### src/rtl/soc_system_sysid_ext.sv
// System-ID / build-info Avalon-MM slave: ID, timestamp, build info, scratch, uptime and caps words.
// Uptime counter, prescaler and snapshot are built only when SOC_SYSID_UPTIME_EN is defined.
module soc_system_sysid_ext #(
  parameter logic [31:0] ID_VALUE     = 32'hACD51302,
  parameter logic [31:0] TIMESTAMP    = 32'h55F060DF,
  parameter logic [31:0] BUILD_INFO   = 32'h00000000,
  parameter int unsigned READ_LATENCY = 2,
  parameter int unsigned UPTIME_DIV   = 1
) (
  input  logic        clock,
  input  logic        reset_n,
  input  logic [2:0]  address,
  input  logic        read,
  input  logic        write,
  input  logic [31:0] writedata,
  input  logic [3:0]  byteenable,
  output logic [31:0] readdata,
  output logic        readdatavalid
);

`ifdef SOC_SYSID_UPTIME_EN
  localparam bit UPTIME_EN = 1'b1;
`else
  localparam bit UPTIME_EN = 1'b0;
`endif

  localparam logic [2:0]  CAPS_LAT = 3'(READ_LATENCY);
  localparam logic [15:0] CAPS_DIV = UPTIME_EN ? 16'(UPTIME_DIV) : 16'h0000;
  localparam logic [31:0] CAPS     = {12'h000, CAPS_DIV, UPTIME_EN, CAPS_LAT};

  logic        rd_accept;
  logic [31:0] scratch;
  logic [31:0] up_lo;
  logic [31:0] up_snap;
  logic [31:0] rd_mux;

  // A simultaneous write wins; the read is dropped without a response.
  assign rd_accept = read & ~write;

  always_ff @(posedge clock or negedge reset_n) begin
    if (!reset_n) begin
      scratch <= '0;
    end else if (write && address == 3'd3) begin
      for (int b = 0; b < 4; b++) begin
        if (byteenable[b]) scratch[8*b +: 8] <= writedata[8*b +: 8];
      end
    end
  end

`ifdef SOC_SYSID_UPTIME_EN
  localparam logic [15:0] PRE_MAX = 16'(UPTIME_DIV - 1);

  logic [63:0] uptime;
  logic [15:0] prescale;
  logic [31:0] snapshot;
  logic        up_clr;

  assign up_clr = write && address == 3'd4;

  // LO read latches the high word so a later HI read is coherent across a carry.
  always_ff @(posedge clock or negedge reset_n) begin
    if (!reset_n) begin
      uptime   <= '0;
      prescale <= '0;
      snapshot <= '0;
    end else if (up_clr) begin
      uptime   <= '0;
      prescale <= '0;
      snapshot <= '0;
    end else begin
      if (prescale == PRE_MAX) begin
        prescale <= '0;
        uptime   <= uptime + 64'd1;
      end else begin
        prescale <= prescale + 16'd1;
      end
      if (rd_accept && address == 3'd4) snapshot <= uptime[63:32];
    end
  end

  assign up_lo   = uptime[31:0];
  assign up_snap = snapshot;
`else
  assign up_lo   = '0;
  assign up_snap = '0;
`endif

  always_comb begin
    rd_mux = '0;
    case (address)
      3'd0:    rd_mux = ID_VALUE;
      3'd1:    rd_mux = TIMESTAMP;
      3'd2:    rd_mux = BUILD_INFO;
      3'd3:    rd_mux = scratch;
      3'd4:    rd_mux = up_lo;
      3'd5:    rd_mux = up_snap;
      3'd6:    rd_mux = CAPS;
      default: rd_mux = '0;
    endcase
  end

  logic [31:0] data_p [READ_LATENCY];
  logic        vld_p  [READ_LATENCY];

  // Stage 0 captures the accepted read; data is zeroed when not valid so readdata idles at 0.
  always_ff @(posedge clock or negedge reset_n) begin
    if (!reset_n) begin
      for (int i = 0; i < READ_LATENCY; i++) begin
        data_p[i] <= '0;
        vld_p[i]  <= 1'b0;
      end
    end else begin
      data_p[0] <= rd_accept ? rd_mux : '0;
      vld_p[0]  <= rd_accept;
      for (int i = 1; i < READ_LATENCY; i++) begin
        data_p[i] <= data_p[i-1];
        vld_p[i]  <= vld_p[i-1];
      end
    end
  end

  // Output stage
  assign readdata      = data_p[READ_LATENCY-1];
  assign readdatavalid = vld_p[READ_LATENCY-1];

endmodule
### config.mk
export PLATFORM = sky130hd
export DESIGN_NAME = soc_system_sysid_ext
export DESIGN_NICKNAME = d
export VERILOG_FILES = /design/src/rtl/soc_system_sysid_ext.sv
export SDC_FILE = /design/constraint.sdc
export NUM_CORES = 1
export LEC_CHECK = 0
export CORE_MARGIN = 3
export CORE_UTILIZATION = 54
export DETAILED_ROUTE_END_ITERATION = 10
export HOLD_SLACK_MARGIN = 0.02
export PLACE_DENSITY = 0.84
export SYNTH_ARGS = -nofsm -noshare
export SYNTH_HDL_FRONTEND = slang
export SYNTH_SLANG_ARGS = --single-unit
export TNS_END_PERCENT = 10
### constraint.sdc
create_clock -name clock -period 2.4 [get_ports clock]
set_clock_uncertainty 0.1 [all_clocks]
set_input_delay 0.48 -clock clock [delete_from_list [all_inputs] [get_ports clock]]
set_output_delay 0.48 -clock clock [all_outputs]
set_load 0.01 [all_outputs]
==> reports/metrics.yaml, run 1 <==
status: "finished, final reports clean"
ios: 76
first_pass_iters: 4
antenna_cells: 0
p_leak_uw: 0.002172
cp.arrival_ns: 1.25
post_cts_resized: 0
crit_type: "flop to output pin"
grt_overflow_total: 0
routedWlPerCell_um: 15.93
rr_endpoint: "data_p[33]"
clkTransAtPathRegs_ns: 0.08
clk_path_buf_depth: 2
portBuffers: 75
rows: 29
slew_headroom_pct: 61.25
cap_violations: 0
coreArea_sq_mm: 0.006422
synth-seq-cells: 98
gp_congestion: 0.7382
worstPathMaxFanout: 1
reg2reg_depth: 3
yosys_warnings: 0
grt_max_degree: 48
setup_tns_ns: 0
initial_core_util_pct: 56.40
yosysTopAreaCellShare_pct: 67.70
yosysTopAreaCell: "dfrtp_1"
cts_tree: "done"
htreeDepth: 3
irDropWorstVdd_v: 0.0003879
synthesis.nets: 284
postCtsHoldBufs: 0
place_hpwl_mm: 4.318
worstHoldPathType: "input port to asynchronous set/reset pin"
clock-sinks: 98
ant_nets: 0
synth_cells: 241
drc: 0
maxSlewViolCount: 0
post_synth.cell_area_avg_sq_um: 15.03
num_vias: 1843
synth.area.top_cells: "dfrtp_1 68%, mux2_4 13%, buf_4 6.6%, a21oi_1 3.5%, nand2_8 2.2%"
fin_area_sq_mm: 0.004424
syn2layout_area_growth_pct: 22.14
instances_no_fill: 374
die_x_um: 87.90
timing.fmax_mhz: 546.2
min_period_ns: 1.831
r2r-start: "scratch[1]"
p_per_area_mw_per_mm2: 745.7
grt_use_total_pct: 17.34
root_buffer: "clkbuf_8"
critPathLaunchType: "flop"
critPathMaxStageDelay_ns: 0.56
clock_latency_ns: 0.35
finalHoldViolations: 0
critPathTopFamily: "buffers and inverters"
seq_area_frac_synth_pct: 67.70
dpl.cell_count: 358
dieArea_sq_mm: 0.007726
crit_buf_inv: 1
min_period_over_period_pct: 76.28
setup.worst_path.end_class: "output pin"
postCtsSetupBuffers: 0
via_per_inst: 4.928
r2r_slack_ns: 1.46
rsz0062_at_grt: "no"
dr.first_iter.drc_count: 105
setup_viol: 0
grt_antenna_before_repair: 0
nets: 335
ys_types: 19
cp.required_ns: 1.82
dpl_cell_area_sq_mm: 0.004238
routed_wl_mm: 5.959
grt_pass1_wl_mm: 9.729
drive_above_1_share_pct: 19.19
netlist_area_sq_mm: 0.003622
grt_pass1_vias: 1983
fp.dieH_um: 87.90
slowest_stage: "clkdlybuf4s50_1"
timing.critical_path.cells: "clkdlybuf4s50_1"
utilization_pct: 68.89
cts_made_buffers: 9
worstMarginPinSlew_ns: 0.5812
state kept, by name, summed over array words and instances, names as in the netlist:
| register | flops |
|---|---|
| data_p | 32 |
| readdata | 32 |
| readdatavalid | 1 |
| scratch | 32 |
| vld_p | 1 |
area by class of cell:
class                           count  area, sq um
Clock buffer                       11        131.4
Sequential cell                    98         2452
Tap cell                           77        96.34
Clock inverter                      5        55.05
Multi-Input combinational cell     91        845.8
Fill cell                         440         1998
Inverter                           12        45.04
Timing Repair Buffer               80        798.3
power breakdown:
part	switching (uW)	leakage [uW]	internal [uW]
clock network	524	0.0000893	479
logic	141	0.000779	270
registers	84.3	0.00130	1800
total	750	0.00217	2550
layer usage:
metal	track usage (%)	vias to the layer above	part of all wire [%]	wire (um)
met1	21.80	923	42	2495
met3	3.481	11	4.6	273
met5	0	-	0	0
li1	-	851	-	-
met2	28.90	58	51	3068
met4	8.229	0	2.0	122
cell usage after synthesis:
library cell	n
or2_2	1
buf_4	32
buf_6	1
dfrtp_1	98
mux2_4	32
buf_2	1
nor2_1	1
clkbuf_1	5
o21a_1	1
nand2b_1	1
inv_1	12
nand2_1	14
buf_1	1
and2_1	8
nand3b_1	1
nor2b_1	1
and4b_1	2
a21oi_1	25
nand2_8	4
stage by stage:
stage	setup slack (ns)	total power, uW	hold WS (ns)
after floorplan	0.8844	2147	0.08441
after global placement	0.2904	2300	0.2312
after detailed placement	0.2463	2329	0.2347
after CTS	0.5575	3322	0.03585
after global routing	0.4680	3452	0.06087
final	0.5692	3299	0.02175
cell usage in the layout, fill, tap and decap left out, types with 2 or more instances in the layout:
master / count
dfrtp_1: 98
clkdlybuf4s50_1: 74
mux2_4: 32
a21oi_1: 25
nand2_1: 14
inv_1: 12
clkbuf_8: 9
and2_1: 8
buf_4: 5
nand2_8: 4
and4b_1: 2
clkinv_2: 2
clkinvlp_4: 2
clkbuf_1: 2
kinds of logic after synthesis:
family,after synthesis,share of synthesized area [%]
flops,98,67.70
buf+inv,52,8.946
simple gates,33,6.425
mux,32,13.26
compound gates,26,3.662
worst reg2reg max path, delay by kind of cell (launching register included):
kind	cells	cell delay [ns]
simple gates	1	0.08
flops	1	0.39
compound gates	2	0.26
how the worst max path moves through the flow:
stage / start / to / cells after the start / slack, ns
final: readdata[6] / readdata[6] / 1 / 0.57
after CTS: readdata[6] / readdata[6] / 1 / 0.56
after detailed placement: address[2] / scratch[25] / 5 / 0.25
after global routing: read / data_p[36] / 4 / 0.47
after floorplan: address[2] / scratch[0] / 4 / 0.88
after global placement: address[2] / scratch[27] / 5 / 0.29
No activity file was read; power rests on OpenSTA's default activity.
==> inputs of run 2 (changes only) <==
--- a/config.mk
+++ b/config.mk
@@ -6,10 +6,10 @@
 export NUM_CORES = 1
 export LEC_CHECK = 0
 export CORE_MARGIN = 3
-export CORE_UTILIZATION = 54
+export CORE_UTILIZATION = 50
 export DETAILED_ROUTE_END_ITERATION = 10
 export HOLD_SLACK_MARGIN = 0.02
-export PLACE_DENSITY = 0.84
+export PLACE_DENSITY = 0.78
 export SYNTH_ARGS = -nofsm -noshare
 export SYNTH_HDL_FRONTEND = slang
 export SYNTH_SLANG_ARGS = --single-unit
==> constraint.sdc (replaced) <==
create_clock -name clock -period 1.8 [get_ports clock]
set_clock_uncertainty 0.1 [all_clocks]
set_input_delay 0.36 -clock clock [delete_from_list [all_inputs] [get_ports clock]]
set_output_delay 0.36 -clock clock [all_outputs]
set_load 0.01 [all_outputs]
==> run 2 against run 1 <==
Compared with the run above: global-route usage fell by 2.8 points; setup slack lost 0.46 ns; wire length fell by 7.2%; register-to-register slack got worse by 0.58 ns; largest cell class unchanged.
==> reports/metrics.yaml, run 2 (synthesis results as in run 1) <==
status: "finished, final reports clean"  # unchanged
setup.worst_path.end_class: "output pin"  # unchanged
drive_above_1_share_pct: 20.60  # was 19.19%
num_vias: 1824  # was 1,843
grt_antenna_before_repair: 0  # unchanged
worstMarginPinSlew_ns: 0.4693  # was 0.5812 ns
worstHoldPathType: "flop to flop"  # was input port to asynchronous set/reset pin
p_int_uw: 3309  # was 2550 uW
clock-sinks: 98  # unchanged
rr_endpoint: "data_p[33]"  # unchanged
timing.fmax_mhz: 589.8
clock_latency_ns: 0.35  # about the same
clkPwrFrac_pct: 28.9  # was 30.4%
dpl.cell_count: 380  # was 358
grt_use_total_pct: 14.57  # was 17.34%
cts_made_buffers: 9  # unchanged
cp.required_ns: 1.34  # was 1.82 ns
switchingPower_uw: 984.0  # was 749.5 uW
dieArea_sq_mm: 0.008302  # was 0.007726 sq mm
antenna_cells: 0  # unchanged
grt_max_degree: 38  # was 48
via_per_inst: 4.594  # was 4.928
critPathLaunchType: "flop"  # unchanged
power.share.combinational_pct: 12.8  # was 12.5%
seqPwrFrac_pct: 58.3  # was 57.1%
p_per_area_mw_per_mm2: 954.7  # was 745.7 mW/mm^2
routedWlPerCell_um: 13.93  # was 15.93 um
portBuffers: 75  # unchanged
htreeDepth: 3  # unchanged
p_leak_uw: 0.002201  # was 0.002172 uW
place_hpwl_mm: 3.997  # was 4.318 mm
cp-endpoint: "readdata[31]"  # was readdata[6]
cap_violations: 0  # unchanged
r2r_slack_ns: 0.88  # was 1.46 ns
cts_tree: "done"  # unchanged
syn2layout_area_growth_pct: 24.15  # was 22.14%
cp.arrival_ns: 1.24  # was 1.25 ns
drc: 0  # unchanged
fin_hold_ws_ns: 0.2479  # was 0.02175 ns
critPathMaxStageDelay_ns: 0.56  # about the same
nets: 339  # was 335
finalHoldViolations: 0  # unchanged
crit_type: "flop to output pin"  # unchanged
rsz0062_at_grt: "no"  # unchanged
irDropWorstVdd_v: 0.0003882  # was 0.0003879 V
first_pass_iters: 4  # unchanged
dr.first_iter.drc_count: 21  # was 105
maxSlewViolCount: 0  # unchanged
grt_overflow_total: 0  # unchanged
rows: 30  # was 29
slew_headroom_pct: 68.71  # was 61.25%
coreArea_sq_mm: 0.006907  # was 0.006422 sq mm
r2r-start: "scratch[1]"  # unchanged
ios: 76  # unchanged
slowest_stage: "clkdlybuf4s50_1"  # unchanged
clkTransAtPathRegs_ns: 0.09  # was 0.08 ns
grt_pass1_vias: 1889  # was 1,983
routed_wl_mm: 5.530  # was 5.959 mm
timing.critical_path.cells: "clkdlybuf4s50_1"  # unchanged
final_common_cell: "dfrtp_1"  # unchanged
die_x_um: 91.12  # was 87.90 um
worstPathMaxFanout: 1  # unchanged
crit_buf_inv: 1  # unchanged
cp.depth: 1  # unchanged
setup_tns_ns: 0  # unchanged
grt_pass1_wl_mm: 9.170  # was 9.729 mm
min_period_over_period_pct: 94.20
clk_path_buf_depth: 2  # unchanged
root_buffer: "clkbuf_8"  # unchanged
postCtsHoldBufs: 1  # was 0
crit_path_start: "readdata[31]"  # was readdata[6]
switching_share_pct: 22.92  # was 22.72%
initial_core_util_pct: 52.45  # was 56.40%
instances_no_fill: 397  # was 374
setup_viol: 0  # unchanged
gp_congestion: 0.7089  # was 0.7382
design_power_total_uw: 4293  # was 3299 uW
reg2reg_depth: 3  # unchanged
postCtsSetupBuffers: 0  # unchanged
ant_nets: 0  # unchanged
critPathTopFamily: "buffers and inverters"  # unchanged
fp.dieH_um: 91.12  # was 87.90 um
post_cts_resized: 0  # unchanged
min_period_ns: 1.696
final_cell_mix: "98 x dfrtp_1, 74 x clkdlybuf4s50_1, 32 x mux2_4"  # unchanged
==> run 2: changes by cell type in the layout (fill, tap and decap cells not counted), sizes merged <==
cell         before  now
clkbuf           11   10
buf               6    9
clkinv            2    4
inv              12   13
clkinvlp          2    1
bufinv            1    0
dlygate4sd3       0    1
==> run 2: area by class of cell <==
| cell class | count | area, sq um |
|---|---|---|
| clock inverters | 6 | 40.04 |
| multi-input cells | 91 | 845.8 |
| flip-flops and latches | 98 | 2452 |
| well taps | 96 | 120.1 |
| clock buffers | 10 | 137.6 |
| fillers | 523 | 2410 |
| inverters | 12 | 45.04 |
| repair buffers | 84 | 855.8 |
==> run 2: worst min path at each step <==
stage,cells after the start,startpoint,slack [ns],to
global route,0,data_p[34],0.25,readdata[2]
finish,0,data_p[32],0.25,readdata[0]
CTS,0,data_p[32],0.25,readdata[0]
global placement,1,reset_n,0.22,scratch[4]
floorplan,0,reset_n,-0.04,data_p[32]
detailed placement,1,reset_n,0.23,scratch[4]
==> run 2: per-layer routing <==
layer  track usage [%]  routed length (um)  up-vias
li1                  -                   -      859
met1             17.21                2289      899
met2             25.14                2872       56
met3             3.148                 246       10
met4             7.161                 121        0
met5                 0                   0        -
==> run 2: through the flow <==
step           instance area (sq um)  worst slack (ns)  utilization, %
5_1_grt                         4497           0.06266           65.11
6_report                        4497            0.1044           65.11
4_1_cts                         4497           0.08478           65.11
2_1_floorplan                   3622            0.4044               -
3_5_place_dp                    4309           -0.1336           62.39
3_3_place_gp                    4309          -0.08930           62.39
==> run 2: power by group through the flow <==
stage               combinational, uW  sequential (uW)  clock (uW)
floorplan                         351             2510           0
global placement                  537             2540           0
detailed placement                552             2550           0
CTS                               559             2510        1270
global route                      599             2530        1370
finish                            549             2500        1240
==> inputs of run 3 (changes only) <==
--- a/config.mk
+++ b/config.mk
@@ -5,7 +5,7 @@
 export SDC_FILE = /design/constraint.sdc
 export NUM_CORES = 1
 export LEC_CHECK = 0
-export CORE_MARGIN = 3
+export CORE_MARGIN = 4
 export CORE_UTILIZATION = 50
 export DETAILED_ROUTE_END_ITERATION = 10
 export HOLD_SLACK_MARGIN = 0.02
==> constraint.sdc (replaced) <==
create_clock -name clock -period 1.65 [get_ports clock]
set_clock_uncertainty 0.1 [all_clocks]
set_input_delay 0.33 -clock clock [delete_from_list [all_inputs] [get_ports clock]]
set_output_delay 0.33 -clock clock [all_outputs]
set_load 0.01 [all_outputs]
==> run 3 against run 2 <==
Compared with the run above: total power rose by 19%; global-route usage increased by 0.42 points; wire length grew 5.8%; largest power group unchanged; non-clock buffer count grew 2; largest cell class unchanged.
==> reports/metrics.yaml, run 3 (synthesis results as in run 1) <==
r2r_slack_ns: 0.75  # was 0.88 ns
p_int_uw: 4021  # was 3309 uW
worstPathMaxFanout: 8  # was 1
worstHoldPathType: "flop to flop"  # unchanged
ios: 76  # unchanged
fp.dieH_um: 93.12  # was 91.12 um
rr_endpoint: "data_p[33]"  # unchanged
slew_headroom_pct: 70.65  # was 68.71%
grt_overflow_total: 0  # unchanged
initial_core_util_pct: 52.45  # unchanged
r2r-start: "scratch[1]"  # unchanged
drc: 0  # unchanged
drive_above_1_share_pct: 20.46  # was 20.60%
htreeDepth: 3  # unchanged
cp-endpoint: "scratch[27]"  # was readdata[31]
first_pass_iters: 4  # unchanged
grt_pass1_vias: 1963  # was 1,889
setup_viol: 0  # unchanged
min_period_over_period_pct: 93.74
ant_nets: 0  # unchanged
routedWlPerCell_um: 14.66  # was 13.93 um
clk_path_buf_depth: 2  # unchanged
clock-sinks: 98  # unchanged
routed_wl_mm: 5.850  # was 5.530 mm
rsz0062_at_grt: "no"  # unchanged
cp.required_ns: 1.78  # was 1.34 ns
timing.fmax_mhz: 646.6
final_cell_mix: "98 x dfrtp_1, 41 x clkdlybuf4s50_1, 32 x mux2_4"  # was 98 x dfrtp_1, 74 x clkdlybuf4s50_1, 32 x mux2_4
dr.first_iter.drc_count: 44  # was 21
cp.arrival_ns: 1.68  # was 1.24 ns
maxSlewViolCount: 0  # unchanged
dieArea_sq_mm: 0.008670  # was 0.008302 sq mm
grt_use_total_pct: 14.98  # was 14.57%
nets: 341  # was 339
worstMarginPinSlew_ns: 0.4403  # was 0.4693 ns
instances_no_fill: 399  # was 397
via_per_inst: 4.579  # was 4.594
power.share.combinational_pct: 11.8  # was 12.8%
root_buffer: "clkbuf_8"  # unchanged
crit_type: "input port to flop"  # was flop to output pin
portBuffers: 75  # unchanged
clock_latency_ns: 0.35  # about the same
grt_max_degree: 35  # was 38
cts_tree: "done"  # unchanged
utilization_pct: 66.58  # was 65.11%
clkTransAtPathRegs_ns: 0.09  # about the same
cap_violations: 0  # unchanged
switchingPower_uw: 1068  # was 984.0 uW
seqPwrFrac_pct: 53.8  # was 58.3%
coreArea_sq_mm: 0.006907  # unchanged
clkPwrFrac_pct: 34.4  # was 28.9%
die_x_um: 93.12  # was 91.12 um
grt_pass1_wl_mm: 9.584  # was 9.170 mm
dpl_cell_area_sq_mm: 0.004324  # was 0.004309 sq mm
rows: 30  # unchanged
final_common_cell: "dfrtp_1"  # unchanged
p_per_area_mw_per_mm2: 1107  # was 954.7 mW/mm^2
reg2reg_depth: 3  # unchanged
min_period_ns: 1.547
fin_area_sq_mm: 0.004598  # was 0.004497 sq mm
switching_share_pct: 20.98  # was 22.92%
finalHoldViolations: 0  # unchanged
setup.worst_path.end_class: "flop"  # was output pin
num_vias: 1827  # was 1,824
gp_congestion: 0.7278  # was 0.7089
cts_made_buffers: 9  # unchanged
p_leak_uw: 0.002634  # was 0.002201 uW
critPathLaunchType: "input port"  # was flop
grt_antenna_before_repair: 0  # unchanged
dpl.cell_count: 382  # was 380
nFillCells: 500  # was 523
irDropWorstVdd_v: 0.0004585  # was 0.0003882 V
antenna_cells: 0  # unchanged
place_hpwl_mm: 4.277  # was 3.997 mm
crit_path_start: "address[2]"  # was readdata[31]
status: "finished, final reports clean"  # unchanged
syn2layout_area_growth_pct: 26.94  # was 24.15%
==> run 3: cell types whose count changed in the layout (fill, tap and decap cells not counted), moves of 2 or more <==
cell	change
clkinv_2	-2
dlymetal6s2s_1	+19
clkbuf_1	+2
bufinv_16	+3
dlygate4sd2_1	+14
clkdlybuf4s50_1	-33
buf_4	+2
==> run 3: cell type report <==
class | instances | area [sq um] | area share [%]
flip-flops and latches | 98 | 2452 | 53.33
clock inverters | 5 | 102.6 | 2.231
multi-input cells | 91 | 845.8 | 18.39
well taps | 96 | 120.1 | 2.612
clock buffers | 11 | 131.4 | 2.857
inverters | 12 | 45.04 | 0.9796
repair buffers | 86 | 900.9 | 19.59
==> run 3: per-layer routing <==
layer / track usage [%] / wire [um] / vias up
met5: 0 / 0 / -
met4: 5.861 / 130 / 0
met3: 3.862 / 275 / 9
met2: 25.61 / 3086 / 49
met1: 18.19 / 2357 / 908
li1: - / - / 861
==> run 3: how the worst min path moves through the flow <==
stage	from	end	slack, ns	cells after the start
after floorplan	reset_n	data_p[32]	-0.07	0
after global placement	reset_n	data_p[38]	0.20	1
after detailed placement	reset_n	data_p[38]	0.21	1
after CTS	data_p[50]	readdata[18]	0.25	0
after global routing	data_p[50]	readdata[18]	0.26	0
final	data_p[50]	readdata[18]	0.24	0
==> run 3: worst max-delay path, stage by stage <==
cell,delay [ns]
clkdlybuf4s50_1,0.43
and4b_1,0.31
buf_12,0.16
nand2_8,0.11
mux2_4,0.32
==> run 3: power by group through the flow <==
stage	clock (uW)	combinational, uW	sequential [uW]
5_1_grt	1890	655	2770
4_1_cts	1780	613	2740
3_5_place_dp	0	614	2790
2_1_floorplan	0	382	2740
3_3_place_gp	0	589	2770
6_report	1750	600	2740
==> run 3: what timing repair did <==
action	in CTS	in global routing
buffers inserted	0	0
endpoints found under the setup margin	14	19
endpoints found under the hold margin	31	0
resized for setup	14	19
hold buffers	1	0
==> run 3: through the flow <==
step | hold WS [ns] | TNS [ns] | setup slack [ns] | total power (uW)
after floorplan | -0.06559 | 0 | 0.2844 | 3123
after global placement | 0.2027 | -8.011 | -0.2238 | 3359
after detailed placement | 0.2078 | -10.51 | -0.2810 | 3399
after CTS | 0.2474 | 0 | 0.001543 | 5128
after global routing | 0.2572 | 0 | 0.07475 | 5311
final | 0.2435 | 0 | 0.1034 | 5088
==> RTL change 1: new RTL, flow settings as in run 1 <==
Put a register stage on the outputs `readdata` and `readdatavalid`, cleared by the reset. The values now appear one clock later.
--- a/src/rtl/soc_system_sysid_ext.sv
+++ b/src/rtl/soc_system_sysid_ext.sv
@@ -121,6 +121,13 @@
 
   // Output stage
-  assign readdata      = data_p[READ_LATENCY-1];
-  assign readdatavalid = vld_p[READ_LATENCY-1];
+  always_ff @(posedge clock or negedge reset_n) begin
+    if (!reset_n) begin
+      readdata      <= '0;
+      readdatavalid <= '0;
+    end else begin
+      readdata      <= data_p[READ_LATENCY-1];
+      readdatavalid <= vld_p[READ_LATENCY-1];
+    end
+  end
 
 endmodule
Behaviour: not the same (Yosys sat finds a counterexample within 4 cycles, from zero or initial values and one cycle with reset_n low).
==> RTL change 1 against run 1 <==
  * Wire length is 24% higher
  * Combinational power is 4% higher
  * Synthesized area is 16% higher
  * Power is 64% higher
  * Count of clock-buffer cells in the layout is 6 higher
  * Sequential cell count is 33 higher
  * Sequential share of layout area is 1.9 points higher
  * Register-to-register slack better by 0.03 ns
  * Cell area is 29% higher
  * Sequential power is 31% higher
  * Non-clock buffer count is 2 higher
  * Setup slack worse by 0.15 ns
  * Largest cell class unchanged
==> RTL change 1: results (changes against run 1) <==
| Metric | Value |
|---|---|
| Number of global-route vias before repair | `2328 (+17%)` |
| Clock latency on the worst-skew pair | `0.51 ns (+0.16 ns)` |
| Worst-path maximum fanout | `1 (unchanged)` |
| Total Wirelength | `7.40 mm (+24%)` |
| R2R Path Start | `scratch[1]` |
| CP max-delay cell | `clkdlybuf4s50_1` |
| H-tree Lvls | `4 (+1)` |
| TritonCTS Buffers | `17 (+8)` |
| Setup WS pre-CTS | `0.204 ns (-0.0427 ns)` |
| Starting DRT DRC Count | `116 (+10%)` |
| Worst vdd ir | `600 uV (+55%)` |
| Clk slew on worst S/H paths | `0.06 ns (-0.02 ns)` |
| Diode count | `0 (unchanged)` |
| Root buffer cell | `clkbuf_8` |
| IO Port Bufs | `75 (unchanged)` |
| Family with the most delay on the worst path | `buffers and inverters` |
| Top flop regs | `data_p x64, readdata x32, scratch x32` |
| Final nets | `378 (+13%)` |
| Hold Path Sink | `readdata[5]` |
| Leak Pwr | `2.84 nW (+31%)` |
| Longest Clk Path Bufs | `2 (unchanged)` |
| Hold path cells | `0` |
| Synth warn | `0 (unchanged)` |
| Largest Register | `data_p` |
| Largest net degree at the start of global routing | `48 (unchanged)` |
| Max transition margin | `0.660 (+0.0474)` |
| Reg2Reg Capture Point | `data_p[33]` |
| Commonest cells in the netlist | `dfrtp_1, mux2_4, a21oi_1` |
| Final HPWL DP | `4.73 mm (+9.4%)` |
| Status | `complete, no violations` |
| Share of cells above drive strength 1 | `0.218 (+0.0265)` |
| Hold Crit Class | `flip-flop to flip-flop` |
| 1st-pass router iterations | `4 (unchanged)` |
| Initial antenna violation count | `0 (unchanged)` |
| Mapped Nets | `285 (+0.35%)` |
| Worst R2R Setup Slack | `1.49 ns (+0.03 ns)` |
| Vias | `2134 (+16%)` |
| FF-to-FF path depth | `3 (unchanged)` |
| CP arrival | `1.40 ns (+0.15 ns)` |
| Seq/Total Area, Yosys | `0.779 (+0.102)` |
| Crit-path max cell delay | `0.55 ns` |
| Global-route wire length before repair | `11.9 mm (+22%)` |
| Area contributors post-synth | `dfrtp_1, mux2_4, a21oi_1` |
| Async set or reset register ratio after synthesis | `1.00 (unchanged)` |
| Switching share of power | `0.218 (-0.00943)` |
| Synth cell types | `18 (-1)` |
| GP Congestion | `0.755 (+2.3%)` |
| Worst hold start | `data_p[5]` |
| Fillers | `397 (-9.8%)` |
| Overall Global Routing Usage | `0.190 (+0.0171)` |
-- RTL change 1: cell count changes after synthesis, sizes merged --
cell,change
buf,-32
dfrtp,+33
-- RTL change 1: through the flow --
stage	utilization	instances	power (mW)	hold WS, ns	instance area (um2)
finish	0.773	447	5.42	0.246	5720
global route	0.773	447	5.63	0.251	5720
CTS	0.773	447	5.47	0.246	5720
detailed placement	0.690	414	2.92	0.235	5110
global placement	0.690	414	2.90	0.231	5110
floorplan	-	242	2.71	0.0844	4210
-- RTL change 1: cell type report --
class	instances	area, um2	area share
Clock buffer	17	414	0.0724
Clock inverter	15	184	0.0321
Inverter	12	45.0	0.00787
Multi-Input combinational cell	91	846	0.148
Sequential cell	131	3280	0.573
Tap cell	99	124	0.0216
Timing Repair Buffer	82	832	0.145
-- RTL change 1: cells by family after synthesis --
group | count (synthesis) | synth area share
simple gates | 33 | 0.0553
flops | 131 | 0.779
buf+inv | 20 | 0.0199
compound gates | 26 | 0.0315
mux | 32 | 0.114
-- RTL change 1: worst max path at each step --
stage,slack (ns),to,start,cells past startpoint
6_report,0.42,readdata[18],readdata[18],1
5_1_grt,0.36,readdata[1],readdata[1],1
4_1_cts,0.38,readdata[9],readdata[9],1
3_5_place_dp,0.20,data_p[46],read,4
3_3_place_gp,0.31,scratch[10],address[2],5
2_1_floorplan,0.88,scratch[0],address[2],4
-- RTL change 1: power groups by stage --
stage               clock, mW  sequential [mW]  combinational (mW)
floorplan                   0             2.47               0.240
global placement            0             2.49               0.411
detailed placement          0             2.49               0.425
CTS                      2.58             2.46               0.433
global route             2.69             2.48               0.465
finish                   2.53             2.46               0.427
-- RTL change 1: repair_timing --
item | 4_1_cts | 5_1_grt
hold buffers | 1 | 0
gates resized for setup | 0 | 0
buffers inserted | 0 | 0
hold endpoints to repair | 45 | 0
-- RTL change 1: layer usage --
| metal | vias up | track usage | part of all wire |
|---|---|---|---|
| met2 | 71 | 0.320 | 0.54 |
| met1 | 1072 | 0.222 | 0.39 |
| met4 | 0 | 0.0782 | 0.019 |
| met3 | 11 | 0.0673 | 0.051 |
| met5 | - | 0 | 0 |
| li1 | 980 | - | - |
==> RTL change 2: new RTL, config.mk and constraints of run 1 <==
Made on the original files. Change the localparam `UPTIME_EN` from 1'b0 to 1'b1.
--- a/src/rtl/soc_system_sysid_ext.sv
+++ b/src/rtl/soc_system_sysid_ext.sv
@@ -22,5 +22,5 @@
   localparam bit UPTIME_EN = 1'b1;
 `else
-  localparam bit UPTIME_EN = 1'b0;
+  localparam bit UPTIME_EN = 1'b1;
 `endif
 
Check against the original RTL: not equivalent (Yosys sat finds a counterexample within 4 cycles, from zero or initial values and one cycle with reset_n low).
==> RTL change 2 against run 1 <==
  * First-iteration DRC count is 30% lower
  * Power fell by 0.24%
  * Setup slack improved by 0.020 ns
  * Wire length decreased by 0.29%
  * Cell area is 0.85% higher
  * Sequential cell count stayed put
  * Synthesized area up 0.35%
  * Global-route usage down 0.32 points
==> RTL change 2: results (changes against run 1) <==
| Metric | Value |
|---|---|
| Synth cell types | `17 (-2)` |
| GP Congestion | `0.766 (+3.7%)` |
| Worst R2R Setup Slack | `1.51 ns (+0.05 ns)` |
| Clkbuf count | `10 (-1)` |
| Setup WS pre-CTS | `0.249 ns (+0.00273 ns)` |
| Number of global-route vias before repair | `1989 (+0.30%)` |
| Final nets | `340 (+1.5%)` |
| Fillers | `450 (+2.3%)` |
| Largest net degree at the start of global routing | `43 (-10%)` |
| Mapped Nets | `285 (+0.35%)` |
| Vias per cell | `4.89 (-0.86%)` |
| Multi-Input Combinational | `93 (+2.2%)` |
| Combinational power | `412 uW (about the same)` |
| Global-route wire length before repair | `9.72 mm (about the same)` |
| Commonest cells in the netlist | `dfrtp_1, buf_4, mux2_4` |
| Worst slew pin tran | `0.482 ns (-0.0994 ns)` |
| Fraction of area in multi-input gates | `0.192 (+0.000635)` |
| Status | `complete, no violations` |
| Post-synthesis compound-gate area fraction | `0.0392 (+0.00263)` |
| Area contributors post-synth | `dfrtp_1, mux2_4, buf_4` |
| Leak Pwr | `2.19 nW (+0.86%)` |
| Total Wirelength | `5.94 mm (-0.29%)` |
| CP endpoint | `readdata[25]` |
| Worst vdd ir | `362 uV (-6.7%)` |
| Post-Syn Area per Cell | `15.0 um2 (about the same)` |
| Non-clock buffering overhead | `0.186 (+0.00521)` |
| Fmax | `552 MHz (+1.1%)` |
| Non-CTS inverters | `13 (+1)` |
| Buffers excl. clock | `82 (+2.5%)` |
| Seq/Total Area, Yosys | `0.675 (-0.00233)` |
| Mux cell area share after synthesis | `0.132 (-0.000457)` |
| Switching share of power | `0.221 (-0.00660)` |
| Overall Global Routing Usage | `0.170 (-0.00316)` |
| Share of cells above drive strength 1 | `0.191 (-0.00128)` |
| CP arrival | `1.23 ns (-0.02 ns)` |
| Starting DRT DRC Count | `74 (-30%)` |
| Final clock-cell share | `0.0404 (-0.00176)` |
| Sw Pwr | `726 uW (-3.1%)` |
RTL change 2: cell families (layout without fill, tap and decap cells):
| logic type | after synthesis | in the layout |
|---|---|---|
| AO/OA/AOI/OAI | 28 | 28 |
| AND/OR/NAND/NOR | 33 | 33 |
| multiplexers | 32 | 32 |
| buffers and inverters | 51 | 108 |
| flip-flops | 98 | 98 |
RTL change 2: repair_timing:
item / 4_1_cts / 5_1_grt
hold buffers: 1 / 0
endpoints found under the setup margin: 0 / 0
hold endpoints to repair: 33 / 0
buffers inserted: 0 / 0
RTL change 2: stage by stage:
stage               std cells  hold WS (ns)   util
floorplan                 242        0.0844      -
detailed placement        362         0.235  0.665
global route              376         0.260  0.695
global placement          362         0.232  0.665
CTS                       376         0.253  0.695
finish                    376         0.252  0.695
RTL change 2: per-layer routing:
layer  vias up  part of all wire  global-route usage
li1        856                 -                   -
met1       918              0.43               0.218
met2        55              0.51               0.281
met3         8             0.056              0.0517
met4         0             0.012              0.0536
met5         -                 0                   0
